### src/rtl/uart_pkg.sv
// ---------------------------------------------------------------------------
// uart_pkg
//  Shared definitions for the UART receive path.
//  Contents:
//   DATA_BITS             number of data bits per frame (8N1 framing)
//   DEFAULT_CLKS_PER_BIT  default oversampling ratio (system clocks per bit)
//   rx_state_t            receiver FSM state encoding
// ---------------------------------------------------------------------------
package uart_pkg;

    localparam int DATA_BITS            = 8;
    localparam int DEFAULT_CLKS_PER_BIT = 4;

    // Receiver states. WAIT_IDLE absorbs a framing error or a line break so
    // that a long low level is never mistaken for a fresh start bit.
    typedef enum logic [2:0] {
        IDLE      = 3'd0,
        START     = 3'd1,
        DATA      = 3'd2,
        STOP      = 3'd3,
        WAIT_IDLE = 3'd4
    } rx_state_t;

endpackage : uart_pkg

### src/rtl/uart_sync2.sv
// ---------------------------------------------------------------------------
// uart_sync2
//  Two-flop synchronizer that brings the asynchronous serial line into the
//  clk domain. Both flops reset to 1 so that the idle-high line does not look
//  like a start bit while reset is being released.
//  Ports:
//   clk    in   system clock
//   res_n  in   asynchronous active-low reset
//   d      in   asynchronous input
//   q      out  synchronized copy of d, two clk cycles later
// ---------------------------------------------------------------------------
module uart_sync2 (
    input  logic clk,
    input  logic res_n,
    input  logic d,
    output logic q
);

    logic meta;

    // First flop may go metastable; the second gives it a full cycle to
    // settle before anything downstream looks at the value.
    always_ff @(posedge clk or negedge res_n) begin
        if (!res_n) begin
            meta <= 1'b1;
            q    <= 1'b1;
        end else begin
            meta <= d;
            q    <= meta;
        end
    end

endmodule : uart_sync2

### src/rtl/uart_rx.sv
// ---------------------------------------------------------------------------
// uart_rx
//  UART receiver for 8N1 frames (1 start, 8 data bits LSB first, 1 stop).
//  The serial line is oversampled with clk; every bit is sampled once at its
//  centre. A correctly framed byte is presented on rx_byte together with a
//  single-cycle rdy strobe. Frames with a low stop bit are discarded.
//  Parameters:
//   CLKS_PER_BIT  clk cycles per serial bit, integer >= 2
//  Ports:
//   clk      in   system clock, rising edge
//   res_n    in   asynchronous active-low reset
//   rx       in   serial line, idle high, asynchronous to clk
//   rx_byte  out  last correctly framed byte, bit0 = first data bit received
//   rdy      out  one-cycle pulse, rx_byte has just been updated
// ---------------------------------------------------------------------------
module uart_rx
    import uart_pkg::*;
#(
    parameter int CLKS_PER_BIT = DEFAULT_CLKS_PER_BIT
) (
    input  logic                 clk,
    input  logic                 res_n,
    input  logic                 rx,
    output logic [DATA_BITS-1:0] rx_byte,
    output logic                 rdy
);

    // HALF is the floor of half a bit period: the distance from the detected
    // falling edge to the centre of the start bit.
    localparam int HALF   = CLKS_PER_BIT / 2;
    localparam int CNT_W  = $clog2(CLKS_PER_BIT) + 1;
    localparam int BIDX_W = $clog2(DATA_BITS);

    localparam logic [CNT_W-1:0]  HALF_LAST = CNT_W'(HALF - 1);
    localparam logic [CNT_W-1:0]  BIT_LAST  = CNT_W'(CLKS_PER_BIT - 1);
    localparam logic [BIDX_W-1:0] IDX_LAST  = BIDX_W'(DATA_BITS - 1);

    rx_state_t             state;
    logic [CNT_W-1:0]      cnt;
    logic [BIDX_W-1:0]     bit_idx;
    logic [DATA_BITS-1:0]  shreg;
    logic                  rx_s;

    // Every decision below is taken on rx_s, never on the raw pin.
    uart_sync2 u_sync (
        .clk   (clk),
        .res_n (res_n),
        .d     (rx),
        .q     (rx_s)
    );

    // Receiver FSM with its counters, shift register and registered outputs.
    // cnt restarts from zero at every sample point, so from the start-bit
    // centre onwards each sample lands exactly one bit period later, i.e. in
    // the middle of the next bit. rdy defaults low every cycle and is only
    // raised on the single cycle after a good stop bit was seen.
    always_ff @(posedge clk or negedge res_n) begin
        if (!res_n) begin
            state   <= IDLE;
            cnt     <= '0;
            bit_idx <= '0;
            shreg   <= '0;
            rx_byte <= '0;
            rdy     <= 1'b0;
        end else begin
            rdy <= 1'b0;
            case (state)
                IDLE: begin
                    if (!rx_s) begin
                        state <= START;
                        cnt   <= '0;
                    end
                end

                // Re-check the line at the start-bit centre; a line that has
                // already returned high was only a glitch.
                START: begin
                    if (cnt == HALF_LAST) begin
                        cnt <= '0;
                        if (!rx_s) begin
                            state   <= DATA;
                            bit_idx <= '0;
                        end else begin
                            state <= IDLE;
                        end
                    end else begin
                        cnt <= cnt + CNT_W'(1);
                    end
                end

                // Data arrives LSB first, so each new bit enters at the top
                // and the first one ends up in bit 0 after eight shifts.
                DATA: begin
                    if (cnt == BIT_LAST) begin
                        cnt   <= '0;
                        shreg <= {rx_s, shreg[DATA_BITS-1:1]};
                        if (bit_idx == IDX_LAST) begin
                            state <= STOP;
                        end else begin
                            bit_idx <= bit_idx + BIDX_W'(1);
                        end
                    end else begin
                        cnt <= cnt + CNT_W'(1);
                    end
                end

                // Going straight back to IDLE after the stop-bit centre lets
                // a following start bit be caught without an idle gap.
                STOP: begin
                    if (cnt == BIT_LAST) begin
                        cnt <= '0;
                        if (rx_s) begin
                            rx_byte <= shreg;
                            rdy     <= 1'b1;
                            state   <= IDLE;
                        end else begin
                            state <= WAIT_IDLE;
                        end
                    end else begin
                        cnt <= cnt + CNT_W'(1);
                    end
                end

                // Hold off until the line is released after a framing error
                // or break condition.
                WAIT_IDLE: begin
                    if (rx_s) begin
                        state <= IDLE;
                    end
                end

                default: begin
                    state <= IDLE;
                    cnt   <= '0;
                end
            endcase
        end
    end

endmodule : uart_rx

### config.mk
export PLATFORM = sky130hd
export DESIGN_NAME = uart_rx
export DESIGN_NICKNAME = d
export VERILOG_FILES = /design/src/rtl/uart_pkg.sv /design/src/rtl/uart_sync2.sv /design/src/rtl/uart_rx.sv
export SDC_FILE = /design/constraint.sdc
export NUM_CORES = 1
export LEC_CHECK = 0
export CAP_MARGIN = 10
export CORE_UTILIZATION = 35
export CTS_BUF_LIST = sky130_fd_sc_hd__clkbuf_4 sky130_fd_sc_hd__clkbuf_8
export DETAILED_ROUTE_END_ITERATION = 6
export HOLD_SLACK_MARGIN = 0.02
export PLACE_DENSITY = 0.49
export SLEW_MARGIN = 20
export SYNTH_ARGS = -nofsm -noshare
export SYNTH_HDL_FRONTEND = slang
export SYNTH_HIERARCHICAL = 1
export SYNTH_SLANG_ARGS = --single-unit
export TNS_END_PERCENT = 50
### constraint.sdc
create_clock -name clk -period 5.1 [get_ports clk]
set_input_delay 1.275 -clock clk [delete_from_list [all_inputs] [get_ports clk]]
set_output_delay 1.275 -clock clk [all_outputs]
set_load 0.05 [all_outputs]
==> summary.md <==
| Metric | Value |
|---|---|
| Overall Power | 0.6454 mW |
| Fmax | between 300 and 400 MHz |
| Initial DRC Count | 10 |
| Post-synthesis adder-cell area fraction | 0.05958 |
| Unrepaired setup endpoints after global routing | no |
| Fillers | ~320 |
| Syn_area_per_cell | between 10 and 15 µm² |
| Power per cell area | ~440 mW/mm² |
| Layout cells sized above 1 | 0.2636 |
| Synth Net Count | approximately 110 |
| Largest net degree at the start of global routing | 29 |
| Total GRT Usage | 0.1206 |
| Main combinational cell family by area after synthesis | multiplexers |
| Drt first pass iters | 4 |
| GR Util met1 | 0.1547 |
| Clk_lat worst skew | roughly 320 ps |
| Path category of the worst min-delay check | flop to flop |
| Area growth syn-to-layout | 16.78% |
| Vias in the first global route | roughly 720 |
| Worst Setup Start Kind | flop |
| Crit share post-route | 0.5453 |
| XOR/XNOR Fraction of Synth Area | 0 |
| Critical path's largest stage delay | around 800 ps |
| TNS Setup | 0 ps |
| First-pass GRT wire length | approximately 3.3 mm |
| Yosys cell types | 27 |
| Starting Density | 0.3717 |
| Vias | roughly 750 |
| Root Buffer | clkbuf_4 |
| DRC | 0 |
| Slew Limit Fails | 0 |
| Crit Path Max Fanout | 2 |
| Peak supply drop | around 0.00020 V |
| Max-cap viol count | 0 |
| Synth Area in Simple Gates | 0.1112 |
| Outcome | finished clean |
| Die area | between 0.003 and 0.004 mm² |
| Final hold viol count | 0 |
| Worst setup EP type | primary output |
| CP max-delay cell | clkdlybuf4s50_1 |
| Global route overflow | 0 |
| Initial antenna violation count | 0 |
| Sequential fraction of the synthesis area | 0.5581 |
| N_diodes | 0 |
| Compound-Gate Fraction of Synth Area | 0.06653 |
| Post-CTS Setup Bufs | 0 |
| Hold WS | roughly 370 ps |
| GR met2 Demand/Resource | 0.1976 |
| Register area | 703.2 µm² |
| Worst Path Buf+Inv | 1 |
| Grt met3 use | 0.02070 |
| Post-CTS Resized | 0 |
| Static leakage | between 0.7 and 0.8 nW |
| DP Wirelength | 1.361 mm |
| Routed len/inst | ~13 µm |
| Clock Tree Buf Depth | 2 |
| CTS Hold Buffers Added | 0 |
| WS Path Type | flop to primary output |
| Syn. warnings | 6 |
| Worst-path clk slew | approximately 150 ps |
| Gpl congestion | approximately 0.74 |
| Critical Path AT | 1510 ps |
| Fin util | 0.4341 |
| Worst slew pin tran | ~500 ps |
| Post-layout min period | 2781 ps |
| WL final | 2.044 mm |
| CTS tree | yes |
| Critical path, cell by cell | clkdlybuf4s50_1 |
| ANT nets after route | 0 |
| Io pins | 12 |
| Port bufs | 11 |
| Rows | 21 |
| Synthesized area | ~0.0013 mm² |
| Critical path's top delay family | buffers and inverters |
| WP data required | between 3000 and 4000 ps |
| Via density | 4.827 |
| Slew headroom | 0.6672 |
| # nets final | 120 |
| Core area | between 0.003 and 0.004 mm² |
| Synth Instances | 96 |
| Synth Register Bits | 28 |
| Sink Count | 28 |
| Multiplexer share of the synthesized area | 0.1768 |
| H-tree depth | 1 |
| Final Skew | 5.514 ps |
| GR peak layer | met2 |
| Setup Viol. Count Final | 0 |
| Cts bufs inserted | 3 |
| Die X | 62 µm |
| Die Ht | 62 µm |
| Footprint of the multi-input gates | between 500 and 600 µm² |
path summary, 6_finish.rpt:
kind,startpoint,endpoint,slack [ps],depth (start not counted)
hold reg to reg,u_sync/meta,u_sync/q,370,0
min in group asynchronous,res_n,rdy,1310,2
max in group asynchronous,res_n,u_sync/meta,3480,2
setup reg to reg,state[1],bit_idx[0],3260,4
hold / removal,u_sync/meta,u_sync/q,370,0
setup / recovery,rx_byte[2],rx_byte[2],2320,1
flip-flops by register name (all words and copies together), names as in the netlist:
register	flops
bit_idx	3
cnt	3
rdy	1
rx_byte	8
shreg	8
state	3
u_sync/meta	1
u_sync/q	1
per-layer routing:
layer / vias to the layer above / wire length, µm / part of all wire
met5: - / 0 / 0
met4: 0 / 20 / 0.0098
met1: 371 / 1014 / 0.50
met2: 15 / 948 / 0.46
met3: 2 / 61 / 0.030
li1: 365 / - / -
cell families after synthesis:
| kind of cell | Yosys count |
|---|---|
| muxes | 20 |
| DFF | 28 |
| buffers and inverters | 7 |
| and+or+nand+nor | 24 |
| AOI/OAI and AO/OA | 11 |
| adders and majority gates | 6 |
layout make-up:
| type | count | share of cell area |
|---|---|---|
| Sequential cell | 28 | 0.4779 |
| Multi-Input combinational cell | 61 | 0.3546 |
| Timing Repair Buffer | 12 | 0.07993 |
| Tap cell | 46 | 0.03912 |
| Clock inverter | 1 | 0.02041 |
| Clock buffer | 3 | 0.01531 |
| Inverter | 5 | 0.01276 |
layout by cell type, fill, tap and decap left out, drive strengths merged, types with 3 or more instances in the layout:
| cell | instances |
|---|---|
| clkbuf | 3 |
| clkdlybuf4s50 | 11 |
| dfrtp | 26 |
| ha | 6 |
| inv | 5 |
| mux2 | 18 |
| nand2 | 7 |
| nor2 | 6 |
| o21ai | 4 |
through the flow:
| stage | instances | worst slack, ps | area (µm²) |
|---|---|---|---|
| 3_5_place_dp | 152 | 2696 | 1419 |
| 5_1_grt | 156 | 2249 | 1471 |
| 4_1_cts | 156 | 2298 | 1471 |
| 2_1_floorplan | 96 | 3228 | 1260 |
| 6_report | 156 | 2319 | 1471 |
| 3_3_place_gp | 152 | 2698 | 1419 |
synth_stat cells, drive strengths merged:
cell type,number,area [µm²]
a211o,1,8.760
a211oi,1,7.510
a21oi,2,10.01
a311oi,1,8.760
a32oi,2,17.52
and2b,2,15.01
buf,2,16.26
dfrtp,26,650.6
dfstp,2,52.55
ha,6,75.07
inv,5,18.77
mux2,18,202.7
mux2i,2,20.02
nand2,7,28.78
nand2b,2,12.51
nand4,1,12.51
nor2,6,22.52
nor2b,2,12.51
nor3,1,5.000
nor3b,2,20.02
o21ai,4,31.28
or4,1,11.26
where the power goes:
part	internal, mW	switching (mW)	leakage, nW
clock	0.0794	0.0645	0.0279
combinational	0.0891	0.0971	0.306
sequential	0.263	0.0521	0.373
Power figures use the tool's default switching activity.
